<file path="src/rtl/bcd_display_ctrl.sv">
// -----------------------------------------------------------------------------
// bcd_display_ctrl
//
// Converts an 8-bit unsigned binary value into three BCD digits and
// time-multiplexes them onto one shared active-low 7-segment bus.
//
// Conversion uses the iterative shift-and-add-3 (double dabble) method. It
// processes one input bit per clock: accept in IDLE, eight CONV steps, then
// one DONE cycle that publishes the result. The published result (bcd_out)
// is what drives the display, so partial results are never shown.
//
// The scan logic runs free and independently of the conversion FSM. Each
// digit stays enabled for SCAN_DIV cycles. an and seg are both registered
// from the same next-digit index, so they always change on the same edge.
//
// Optional feature (compile-time macro LEADING_ZERO_BLANK_EN):
//   defined   - a hundreds digit of 0 is blanked, and a tens digit of 0 is
//               blanked when hundreds is also 0. The ones digit is always
//               lit, and the digit enables keep cycling.
//   undefined - all three digits are always shown, leading zeros included.
//
// Parameters:
//   SCAN_DIV   clock cycles per digit, 1 .. 2^20-1
//
// Ports:
//   clk        system clock, rising edge
//   rst_n      asynchronous active-low reset
//   in_valid   source presents in_data
//   in_data    [7:0] unsigned binary value to display
//   in_ready   block can accept (IDLE only)
//   busy       conversion in progress (CONV or DONE)
//   bcd_out    [11:0] last completed result {hundreds, tens, ones}
//   bcd_valid  one-cycle pulse when bcd_out updates
//   seg        [6:0] active-low segments, seg[6]=a ... seg[0]=g
//   an         [2:0] active-low digit enables, an[0]=ones ... an[2]=hundreds
// -----------------------------------------------------------------------------
module bcd_display_ctrl #(
    parameter int unsigned SCAN_DIV = 50000
) (
    input  logic        clk,
    input  logic        rst_n,
    input  logic        in_valid,
    input  logic [7:0]  in_data,
    output logic        in_ready,
    output logic        busy,
    output logic [11:0] bcd_out,
    output logic        bcd_valid,
    output logic [6:0]  seg,
    output logic [2:0]  an
);

    typedef enum logic [1:0] {
        ST_IDLE = 2'd0,
        ST_CONV = 2'd1,
        ST_DONE = 2'd2
    } state_e;

    localparam logic [19:0] SCAN_LAST = 20'(SCAN_DIV - 1);
    localparam logic [6:0]  SEG_BLANK = 7'b1111111;

    state_e      state_q, state_d;
    logic [7:0]  shift_q, shift_d;
    logic [11:0] work_q, work_d;
    logic [3:0]  bit_cnt_q, bit_cnt_d;
    logic [11:0] bcd_out_q, bcd_out_d;
    logic        bcd_valid_q, bcd_valid_d;
    logic [19:0] scan_cnt_q, scan_cnt_d;
    logic [1:0]  digit_idx_q, digit_idx_d;
    logic [2:0]  an_q, an_d;
    logic [6:0]  seg_q, seg_d;

    logic [11:0] work_adj;
    logic [3:0]  digit_nib;
    logic        digit_blank;

    // Double-dabble correction: a nibble >= 5 would become >= 10 after the
    // shift, so pre-add 3 to carry it into the next decimal digit.
    function automatic logic [3:0] add3(input logic [3:0] n);
        return (n >= 4'd5) ? n + 4'd3 : n;
    endfunction

    function automatic logic [6:0] seg_decode(input logic [3:0] v);
        logic [6:0] s;
        case (v)
            4'd0:    s = 7'b0000001;
            4'd1:    s = 7'b1001111;
            4'd2:    s = 7'b0010010;
            4'd3:    s = 7'b0000110;
            4'd4:    s = 7'b1001100;
            4'd5:    s = 7'b0100100;
            4'd6:    s = 7'b0100000;
            4'd7:    s = 7'b0001111;
            4'd8:    s = 7'b0000000;
            4'd9:    s = 7'b0000100;
            default: s = SEG_BLANK;
        endcase
        return s;
    endfunction

    // ------------------------------------------------------------------
    // FSM: state register
    // ------------------------------------------------------------------
    // NOTE: clocked processes use non-blocking (<=) so that every flop
    // samples the pre-edge values of the others, whatever the process order.
    always_ff @(posedge clk or negedge rst_n) begin
        if (!rst_n) begin
            state_q <= ST_IDLE;
        end else begin
            state_q <= state_d;
        end
    end

    // ------------------------------------------------------------------
    // FSM: next-state logic
    // ------------------------------------------------------------------
    // NOTE: every always_comb output gets a default assignment first, so
    // that no path leaves it unassigned and infers a latch.
    always_comb begin
        state_d = state_q;
        unique case (state_q)
            ST_IDLE: if (in_valid)            state_d = ST_CONV;
            ST_CONV: if (bit_cnt_q == 4'd7)   state_d = ST_DONE;
            ST_DONE:                          state_d = ST_IDLE;
            default:                          state_d = ST_IDLE;
        endcase
    end

    // ------------------------------------------------------------------
    // FSM: outputs
    // ------------------------------------------------------------------
    always_comb begin
        in_ready = (state_q == ST_IDLE);
        busy     = (state_q == ST_CONV) || (state_q == ST_DONE);
    end

    // ------------------------------------------------------------------
    // Conversion datapath
    // ------------------------------------------------------------------
    always_comb begin
        work_adj    = {add3(work_q[11:8]), add3(work_q[7:4]), add3(work_q[3:0])};
        shift_d     = shift_q;
        work_d      = work_q;
        bit_cnt_d   = bit_cnt_q;
        bcd_out_d   = bcd_out_q;
        bcd_valid_d = (state_q == ST_DONE);

        if (state_q == ST_IDLE && in_valid) begin
            shift_d   = in_data;
            work_d    = '0;
            bit_cnt_d = '0;
        end else if (state_q == ST_CONV) begin
            // The shift register MSB moves into work[0].
            {work_d, shift_d} = {work_adj, shift_q} << 1;
            bit_cnt_d         = bit_cnt_q + 4'd1;
        end

        if (state_q == ST_DONE) begin
            bcd_out_d = work_q;
        end
    end

    always_ff @(posedge clk or negedge rst_n) begin
        if (!rst_n) begin
            shift_q     <= '0;
            work_q      <= '0;
            bit_cnt_q   <= '0;
            bcd_out_q   <= '0;
            bcd_valid_q <= 1'b0;
        end else begin
            shift_q     <= shift_d;
            work_q      <= work_d;
            bit_cnt_q   <= bit_cnt_d;
            bcd_out_q   <= bcd_out_d;
            bcd_valid_q <= bcd_valid_d;
        end
    end

    // ------------------------------------------------------------------
    // Display scan
    // ------------------------------------------------------------------
    // an and seg are both registered from the next-cycle index and the
    // next-cycle bcd_out. This keeps them aligned, and a new result appears
    // on the same edge that bcd_out changes.
    always_comb begin
        scan_cnt_d  = (scan_cnt_q == SCAN_LAST) ? 20'd0 : scan_cnt_q + 20'd1;
        digit_idx_d = digit_idx_q;
        if (scan_cnt_q == SCAN_LAST) begin
            digit_idx_d = (digit_idx_q == 2'd2) ? 2'd0 : digit_idx_q + 2'd1;
        end

        case (digit_idx_d)
            2'd0: begin
                an_d      = 3'b110;
                digit_nib = bcd_out_d[3:0];
            end
            2'd1: begin
                an_d      = 3'b101;
                digit_nib = bcd_out_d[7:4];
            end
            default: begin
                an_d      = 3'b011;
                digit_nib = bcd_out_d[11:8];
            end
        endcase

`ifdef LEADING_ZERO_BLANK_EN
        digit_blank = ((digit_idx_d == 2'd2) && (bcd_out_d[11:8] == 4'd0)) ||
                      ((digit_idx_d == 2'd1) && (bcd_out_d[11:4] == 8'd0));
`else
        digit_blank = 1'b0;
`endif

        seg_d = digit_blank ? SEG_BLANK : seg_decode(digit_nib);
    end

    always_ff @(posedge clk or negedge rst_n) begin
        if (!rst_n) begin
            scan_cnt_q  <= '0;
            digit_idx_q <= '0;
            an_q        <= 3'b110;
            seg_q       <= 7'b0000001;
        end else begin
            scan_cnt_q  <= scan_cnt_d;
            digit_idx_q <= digit_idx_d;
            an_q        <= an_d;
            seg_q       <= seg_d;
        end
    end

    assign bcd_out   = bcd_out_q;
    assign bcd_valid = bcd_valid_q;
    assign seg       = seg_q;
    assign an        = an_q;

endmodule

</file>
<file path="config.mk">
export PLATFORM = sky130hd
export DESIGN_NAME = bcd_display_ctrl
export DESIGN_NICKNAME = d
export VERILOG_FILES = /design/src/rtl/bcd_display_ctrl.sv
export SDC_FILE = /design/constraint.sdc
export NUM_CORES = 1
export LEC_CHECK = 0
export BUFFER_PORTS_ARGS = -buffer_cell sky130_fd_sc_hd__buf_2
export CAP_MARGIN = 30
export CORE_MARGIN = 3
export CORE_UTILIZATION = 28
export CTS_CLUSTER_DIAMETER = 60
export DETAILED_ROUTE_END_ITERATION = 6
export PLACE_DENSITY = 0.53
export SLEW_MARGIN = 30
export SYNTH_ARGS = -nofsm -noshare
export SYNTH_HDL_FRONTEND = slang
export SYNTH_SLANG_ARGS = --single-unit
</file>
<file path="constraint.sdc">
create_clock -name clk -period 6.8 [get_ports clk]
set_input_delay 1.36 -clock clk [delete_from_list [all_inputs] [get_ports clk]]
set_output_delay 1.36 -clock clk [all_outputs]
set_load 0.02 [all_outputs]
</file>
; ---- Word level (Yosys, flattened, before mapping)
; Memory sizes are Yosys's and may differ from the RTL's. A register that Yosys moved wholly into a read port is not among the register bits.
; Cells that the tools add are included.
[classes]
add_sub_neg = 6
magnitude_cmp = 3
n_eq_ne = 8
n_mux = 18
n_reduce_logical = 7
[ops]
columns = op, n
row1 = $mux W12, 3
row2 = $add A20 B1 Y20 const B, 1
row3 = $eq A20 B16 Y1 const B, 1
row4 = $mux W20, 1
row5 = $mux W4, 4
row6 = $mux W8, 2
row7 = $ge A4 B3 Y1 const B, 3
row8 = $add A4 B2 Y4 const B, 2
row9 = $mux W2, 4
row10 = $pmux W4 S2, 1
row11 = $pmux W3 S2, 1
row12 = $add A4 B1 Y4 const B, 1
row13 = $eq A2 B1 Y1 const B, 2
row14 = $eq A2 B2 Y1 const B, 2
row15 = $eq A4 B3 Y1 const B, 1
row16 = $logic_not A2 Y1, 2
row17 = $ne A2 B2 Y1 const B, 2
row18 = $pmux W2 S2, 1
row19 = $add A3 B2 Y3 const B, 1
row20 = $mux W3, 1
row21 = $add A2 B1 Y2 const B, 1
row22 = $reduce_and A2 Y1, 1
row23 = $reduce_bool A2 Y1, 1
row24 = $logic_and A1 B1 Y1, 1
row25 = other kinds (2), 2
[totals]
reg_bits = 64
romBits = 112
inputBits = 11
out_inout_bits = 25
wordCells = 52
mem_count = 1
[memory_table]
columns = memory, depth, word_bits, rd, rd_ports_with_merged_regs, wr, line_no
row1 = (name not given), 16, 7, 1, 1, 0, 84  ; case (v)

; ---- Logic depth before layout (Yosys ltp)
; Gate-level depths: netlist of run 1.
[logic_depth]
ltp_word = 5
depth_mapped = 13
depth_no_buf = 12

; ---- Least setup slack after synthesis of run 1
; Ideal clock, no wire load.
[synth_path]
kind = reg2reg
from = reg scan_cnt_q[17]
to = reg seg_q[3] (netlist: seg[3])
setup_ps = 140
t_arrival_ps = 2771
t_required_ps = 6660
path_slack_ps = 3888
stages_incl_launch_ff = 11
n_path_buf = 1
period_less_slack_ps = 2912
cell_sequence = dfrtp_1 > or4_4 > or3_1 > buf_6 > nor3_1 > nor3_1 > o31ai_1 > inv_1 > ha_1 > mux2i_1 > a21oi_1
[synth_between]
elab_chain_cells = 4
elab_cells_between_ends = 5
cone_classes = eq/ne: 2 / mux: 2 / reduce/logical: 1
[synth_rtl]
columns = item, line_no
row1 = "start, declared", 67  ; logic [19:0] scan_cnt_q, scan_cnt_d;
row2 = "start signal, assigned", 223  ; scan_cnt_q <= scan_cnt_d;
row3 = $eq A20 B16 Y1 (*), 187  ; if (scan_cnt_q == SCAN_LAST) begin
row4 = $mux W2 (*), 187
row5 = $eq A2 B1 Y1 / $logic_not A2 Y1 (equally long branches), 191  ; case (digit_idx_d)
row6 = $pmux W4 S2 (*), 191
row7 = "end, declared", 70  ; logic [6:0] seg_q, seg_d;
; Mark *: on every way between the ends. The rest lies on a longest branch, timed or not.
; A chain may end at the register's enable or synchronous reset.

; ---- Final worst setup path of run 1
[layout_path]
from = reg scan_cnt_q[16]
to = reg seg_q[6] (netlist: seg[6])
; The elaborated chain is that of the path after synthesis.

==> results.sh, run 1 <==
export IMPL_syn_num_nets=384
export IMPL_ys_warn_count=0
export IMPL_synth_xor_area_frac=0.05910
export IMPL_p_leak_nw=2.001
export IMPL_clock_sinks=71
export IMPL_dp_hpwl_um=5260
export IMPL_slowest_delay_ns=0.63
export IMPL_hold_class="flop to flop"
export IMPL_r2r_slack_ns=3.47
export IMPL_synth_largest_area_cell="dfrtp_1"
export IMPL_routedWlPerCell_um=13.50
export IMPL_cp_slowest_cell="o31ai_1"
export IMPL_clk_latency_ns=0.33
export IMPL_overflow=0
export IMPL_ys_top_cells_by_area="dfrtp_1 (46%), ha_1 (5.7%), mux2i_1 (5.4%)"
export IMPL_synth_cells=356
export IMPL_crit_path_start_kind="flop"
export IMPL_globalplace_congestion=0.8006
export IMPL_r2r_end="seg[6]"
export IMPL_worstRegToRegCells=9
export IMPL_avgViaCountPerCell=4.593
export IMPL_grt_max_degree=72
export IMPL_clk_pin_slew_ns=0.06
export IMPL_path_common_cell="nor3_1"
export IMPL_start_util=0.2900
export IMPL_critPathArrivalTime_ns=3.52
export IMPL_rsz0062_at_grt="no"
export IMPL_synth_simple_area_share=0.1719
export IMPL_setup_viol=0
export IMPL_grt_pass1_vias=2693
export IMPL_crit_fanout=10
export IMPL_multiInputGateArea_um2=1797
export IMPL_cts_setup_buffers=0
export IMPL_ys_seq_area_frac=0.4806
export IMPL_antennaDiodeCount=0
export IMPL_synth_area_um2=3705
export IMPL_worstSetupEndpointType="flop"
export IMPL_ys_ff_latch=71
export IMPL_relSlewSlack=0.5181
export IMPL_port_buffers=35
export IMPL_tns_ns=0
export IMPL_path_cells="or4_4 -> or3_1 -> nor3_1 -> nor3_1 -> o31ai_1 -> inv_1 -> ha_1 -> mux2i_1 -> a21oi_1"
export IMPL_setup_slack_ns=3.466
export IMPL_p_per_area_nw_per_um2=328.9
export IMPL_drt_iter0_drc=243
export IMPL_synth_top_family_by_area="simple AND/OR/NAND/NOR gates"
export IMPL_fin_nets=419
export IMPL_path_class="flop to flop"
export IMPL_io_pins=36
export IMPL_synth_edff_count=0
export IMPL_status="finished, final reports clean"
export IMPL_crit_required_ns=6.99
export IMPL_tightestPinTransition_ns=0.7168
export IMPL_die_h_um=121.0
export IMPL_core_area_um2=12770
export IMPL_grt_usage=0.1134
export IMPL_die_x_um=121.0
export IMPL_cpLargestDelayFamily="simple AND/OR/NAND/NOR gates"
export IMPL_max_freq_mhz=299.9
export IMPL_ir_worst_vdd_v=0.0001460
export IMPL_critPathBufInv=1
export IMPL_route_detailed_drc=0
export IMPL_drt_pass1_iterations=4
export IMPL_cts_htree_levels=3
export IMPL_maxCapViolations=0
export IMPL_ys_top_cells_by_count="dfrtp_1 (68), nor2_1 (30), nand2_1 (27)"
export IMPL_fp_row_count=41
export IMPL_syn_avg_cell_area_um2=10.41
export IMPL_ys_types=50
export IMPL_cts_resized=0
export IMPL_drt_wl_total_um=7669
export IMPL_slew_viol_final=0
export IMPL_dp_worst_setup_slack_ns=3.481
export IMPL_reg2reg_from="scan_cnt_q[16]"
export IMPL_die_area_um2=14650
export IMPL_hold_end="scan_cnt_q[19]"
export IMPL_cts_root_buf="clkbuf_16"
export IMPL_synthMuxAreaShare=0.08747
export IMPL_synth_compound_area_share=0.1064
export IMPL_synthArstFlopShare=1.000
export IMPL_hold_viol_final=0
export IMPL_synth_top_area_frac=0.4593
export IMPL_hold_buffers=0
export IMPL_synth_adder_area_share=0.05741
export IMPL_vias=2609
export IMPL_cp_startpoint="scan_cnt_q[16]"
export IMPL_hold_depth=1
export IMPL_period_needed_ns=3.334
export IMPL_grt_pass1_wl_um=13260
export IMPL_ant_nets=0
export IMPL_layout_area_seq_um2=1780
export IMPL_synth_top_flop_cell="dfrtp_1"
export IMPL_cts_tree="done"
export IMPL_antenna_found_initial=0
export IMPL_yosysMostFrequentCell="dfrtp_1"
export IMPL_hp_start="scan_cnt_q[19]"
export IMPL_syn_to_final_growth_pct=18.17
export IMPL_fillerInstances=1296
export IMPL_cts_buffers=9
export IMPL_clk_path_buf_depth=2
export IMPL_skew_ns=0.005802
export IMPL_post_route_period_util=0.4903
export IMPL_drive_gt1_frac=0.2020
==> layout by cell type, fill, tap and decap left out, types with 4 or more instances in the layout <==
master | Yosys | routed
clkbuf_16 | 0 | 9
mux2_2 | 10 | 10
nor2_1 | 30 | 30
nor3_1 | 19 | 19
xor2_1 | 11 | 11
nand3_1 | 10 | 10
buf_2 | 2 | 35
xnor2_1 | 14 | 14
mux2i_1 | 20 | 20
nand2b_1 | 4 | 4
nand4_1 | 5 | 5
ha_1 | 17 | 17
dfrtp_1 | 68 | 68
nand2_1 | 27 | 27
inv_1 | 17 | 17
o21ai_0 | 24 | 24
a21oi_1 | 23 | 23
==> kinds of logic after synthesis <==
kind of cell    count (synthesis)
mux                            31
buf+inv                        31
simple gates                  118
xor+xnor                       25
compound gates                 63
flops                          71
fa+ha+maj                      17
==> layout make-up <==
| cell class | instances | share of cell area |
|---|---|---|
| Clock buffer | 11 | 0.05544 |
| Clock inverter | 5 | 0.01858 |
| Tap cell | 172 | 0.04916 |
| Sequential cell | 71 | 0.4067 |
| Inverter | 18 | 0.01543 |
| Multi-Input combinational cell | 254 | 0.4104 |
| Timing Repair Buffer | 37 | 0.04430 |
==> routing by layer <==
layer  share of wire  track usage
met5               0            0
met4           0.012      0.03399
met3           0.039      0.03497
met2            0.46       0.1785
met1            0.49       0.1500
==> stage by stage <==
stage	hold WS (ns)	instance area, um^2	power, mW	std cells	utilization
6_report	0.4745	4378	1.440	568	0.3427
5_1_grt	0.5259	4378	1.544	568	0.3427
4_1_cts	0.4783	4365	1.468	568	0.3418
3_5_place_dp	0.4694	4041	0.9469	552	0.3164
3_3_place_gp	0.4656	4040	0.9373	552	0.3163
2_1_floorplan	0.4474	3705	0.8413	356	-
==> power by group <==
group	total [mW]	switching [mW]	internal [mW]
clock network	0.504	0.173	0.331
registers	0.531	0.0392	0.491
logic	0.405	0.246	0.159
total	1.44	0.458	0.982
==> worst max-delay path by stage <==
stage / endpoint / slack (ns) / cells after the start
floorplan: seg[3] / 3.89 / 10
global placement: seg[3] / 3.55 / 9
detailed placement: seg[1] / 3.48 / 9
CTS: seg[6] / 3.45 / 9
global route: seg[1] / 3.18 / 9
finish: seg[6] / 3.47 / 9
==> flip-flops by register name (all words and copies together), names as in the netlist <==
name / flops
scan_cnt_q: 20
bcd_out: 12
work_q: 12
shift_q: 8
seg: 7
bit_cnt_q: 4
an: 3
digit_idx_q: 2
state_q: 2
bcd_valid: 1
(Power assumes the default switching activity.)
==> run 2, diff against run 1 <==
--- a/config.mk
+++ b/config.mk
@@ -11,7 +11,7 @@
 export CORE_UTILIZATION = 28
 export CTS_CLUSTER_DIAMETER = 60
 export DETAILED_ROUTE_END_ITERATION = 6
-export PLACE_DENSITY = 0.53
+export PLACE_DENSITY = 0.54
 export SLEW_MARGIN = 30
 export SYNTH_ARGS = -nofsm -noshare
 export SYNTH_HDL_FRONTEND = slang
==> constraint.sdc (replaced) <==
create_clock -name clk -period 2.89 [get_ports clk]
set_input_delay 0.578 -clock clk [delete_from_list [all_inputs] [get_ports clk]]
set_output_delay 0.578 -clock clk [all_outputs]
set_load 0.02 [all_outputs]
==> run 2 against run 1 <==
Clock power is 120% higher. Largest cell class unchanged. Die area unchanged. Core utilization grew 1.3 points. Via count increased by 2.3%. Global-route usage is 0.33 points higher. Worst hold slack worse by 0.31 ns. Critical endpoint is now seg[2]. Power increased by 130%. Wire length grew 0.35%. Maximum frequency grew 22%.
==> results.sh, run 2 (synthesis gave the netlist of run 1 again) <==
export IMPL_fin_nets=439
export IMPL_rsz0062_at_grt="no"
export IMPL_antenna_found_initial=0
export IMPL_cts_htree_levels=3
export IMPL_final_cell_mix="dfrtp_1 (68), buf_2 (35), nor2_1 (30)"
export IMPL_slew_viol_final=0
export IMPL_syn_to_final_growth_pct=22.70
export IMPL_met3_usage=0.03916
export IMPL_core_area_um2=12770
export IMPL_grt_usage=0.1167
export IMPL_avgViaCountPerCell=4.541
export IMPL_die_area_um2=14650
export IMPL_ir_worst_vdd_v=0.0003783
export IMPL_io_pins=36
export IMPL_clk_latency_ns=0.33
export IMPL_largest_register="scan_cnt_q"
export IMPL_layout_area_seq_um2=1780
export IMPL_fp_row_count=41
export IMPL_cp_slowest_cell="or4_4"
export IMPL_path_class="flop to flop"
export IMPL_route_detailed_drc=0
export IMPL_drt_pass1_iterations=4
export IMPL_globalplace_congestion=0.7788
export IMPL_hold_viol_final=0
export IMPL_grt_pass1_wl_um=13510
export IMPL_ant_nets=0
export IMPL_setup_viol=0
export IMPL_die_h_um=121.0
export IMPL_vias=2670
export IMPL_maxCapViolations=0
export IMPL_worstSetupEndpointType="flop"
export IMPL_grt_max_degree=33
export IMPL_mostFrequentLayoutCell="dfrtp_1"
export IMPL_grtUsageMet1=0.1576
export IMPL_cts_buffers=9
export IMPL_critPathArrivalTime_ns=2.95
export IMPL_path_common_cell="nor3_1"
export IMPL_grt_met2_usage=0.1778
export IMPL_dp_hpwl_um=5554
export IMPL_place_area_um2=4173
export IMPL_overflow=0
export IMPL_start_util=0.2900
export IMPL_hold_buffers=0
export IMPL_design_area_um2=4546
export IMPL_fillerInstances=1286
export IMPL_slowest_delay_ns=0.56
export IMPL_clk_path_buf_depth=2
export IMPL_drt_wl_total_um=7696
export IMPL_grt_pass1_vias=2758
export IMPL_die_x_um=121.0
export IMPL_path_cells="or4_4 -> or3_4 -> buf_4 -> nor3_1 -> nor3_1 -> o31ai_4 -> nor2_1 -> a22oi_1"
export IMPL_finalCoreUtilization=0.3559
export IMPL_relSlewSlack=0.5646
export IMPL_multiInputGateArea_um2=1818
export IMPL_port_buffers=35
export IMPL_status="finished, final reports clean"
export IMPL_crit_fanout=9
export IMPL_largest_reg_flops=20
export IMPL_antennaDiodeCount=0
export IMPL_period_needed_ns=2.728
export IMPL_totalPowerFinal_mw=3.363
export IMPL_cpLargestDelayFamily="simple AND/OR/NAND/NOR gates"
export IMPL_grt_most_used_layer="met2"
export IMPL_cts_root_buf="clkbuf_16"
export IMPL_hold_class="input pin to async pin"
export IMPL_clk_pin_slew_ns=0.05
export IMPL_cts_tree="done"
export IMPL_skew_ns=0.007516
export IMPL_clock_sinks=71
export IMPL_crit_path_start_kind="flop"
export IMPL_tightestPinTransition_ns=0.6531
export IMPL_p_per_area_nw_per_um2=739.9
export IMPL_crit_required_ns=3.12
export IMPL_post_route_period_util=0.9440
export IMPL_p_leak_nw=2.102
export IMPL_critPathBufInv=1
export IMPL_routedWlPerCell_um=13.09
export IMPL_drt_iter0_drc=172
export IMPL_drive_gt1_frac=0.2500
export IMPL_max_freq_mhz=366.5
==> run 2: path summary, 6_finish.rpt <==
kind                                 from              to  slack, ns  depth (start not counted)
min in group clk               in_data[5]      shift_q[5]       0.45                          3
max in group asynchronous           rst_n           an[2]       1.94                          2
max                        scan_cnt_q[17]          seg[2]       0.16                          8
min reg2reg                scan_cnt_q[19]  scan_cnt_q[19]       0.48                          1
min                                 rst_n      shift_q[5]       0.17                          1
max reg2reg                scan_cnt_q[17]          seg[2]       0.16                          8
==> run 2: worst reg2reg max path: stages, from the launching register on <==
cell and delay [ns]:
dfrtp_1 0.39, or4_4 0.56, or3_4 0.48, buf_4 0.18, nor3_1 0.18, nor3_1 0.10
o31ai_4 0.40, nor2_1 0.09, a22oi_1 0.24
==> run 2: final cells by class <==
type / instances / share of cell area
clock inverter: 2 / 0.008258
multi-input combinational: 254 / 0.3999
inverter: 18 / 0.01486
sequential: 71 / 0.3917
clock buffer: 14 / 0.06028
timing repair buffer: 57 / 0.07762
tap: 172 / 0.04734
==> run 2: per-stage QoR <==
stage	TNS [ns]	cells	worst slack (ns)	hold slack (ns)
CTS	0	585	0.09776	0.1650
global route	0	588	0.01136	0.1820
global placement	0	569	0.02862	0.4685
detailed placement	-0.0002662	569	-0.0002662	0.4808
finish	0	588	0.1617	0.1655
floorplan	0	356	0.1349	0.2824
==> run 2: layer usage <==
layer  wire, um  part of all wire
met4        116             0.015
met1       3699              0.48
met2       3522              0.46
met3        356             0.046
met5          0                 0
==> run 2: where the power goes <==
part | internal, mW | leakage (nW) | switching [mW]
registers | 1.16 | 0.942 | 0.0931
clock network | 0.738 | 0.149 | 0.384
logic | 0.404 | 1.01 | 0.587
==> run 2: timing repair <==
action	in CTS	in global routing
gates cloned	0	0
setup endpoints to repair	3	5
gates resized for setup	1	5
setup buffers	0	3
pin swaps	0	3
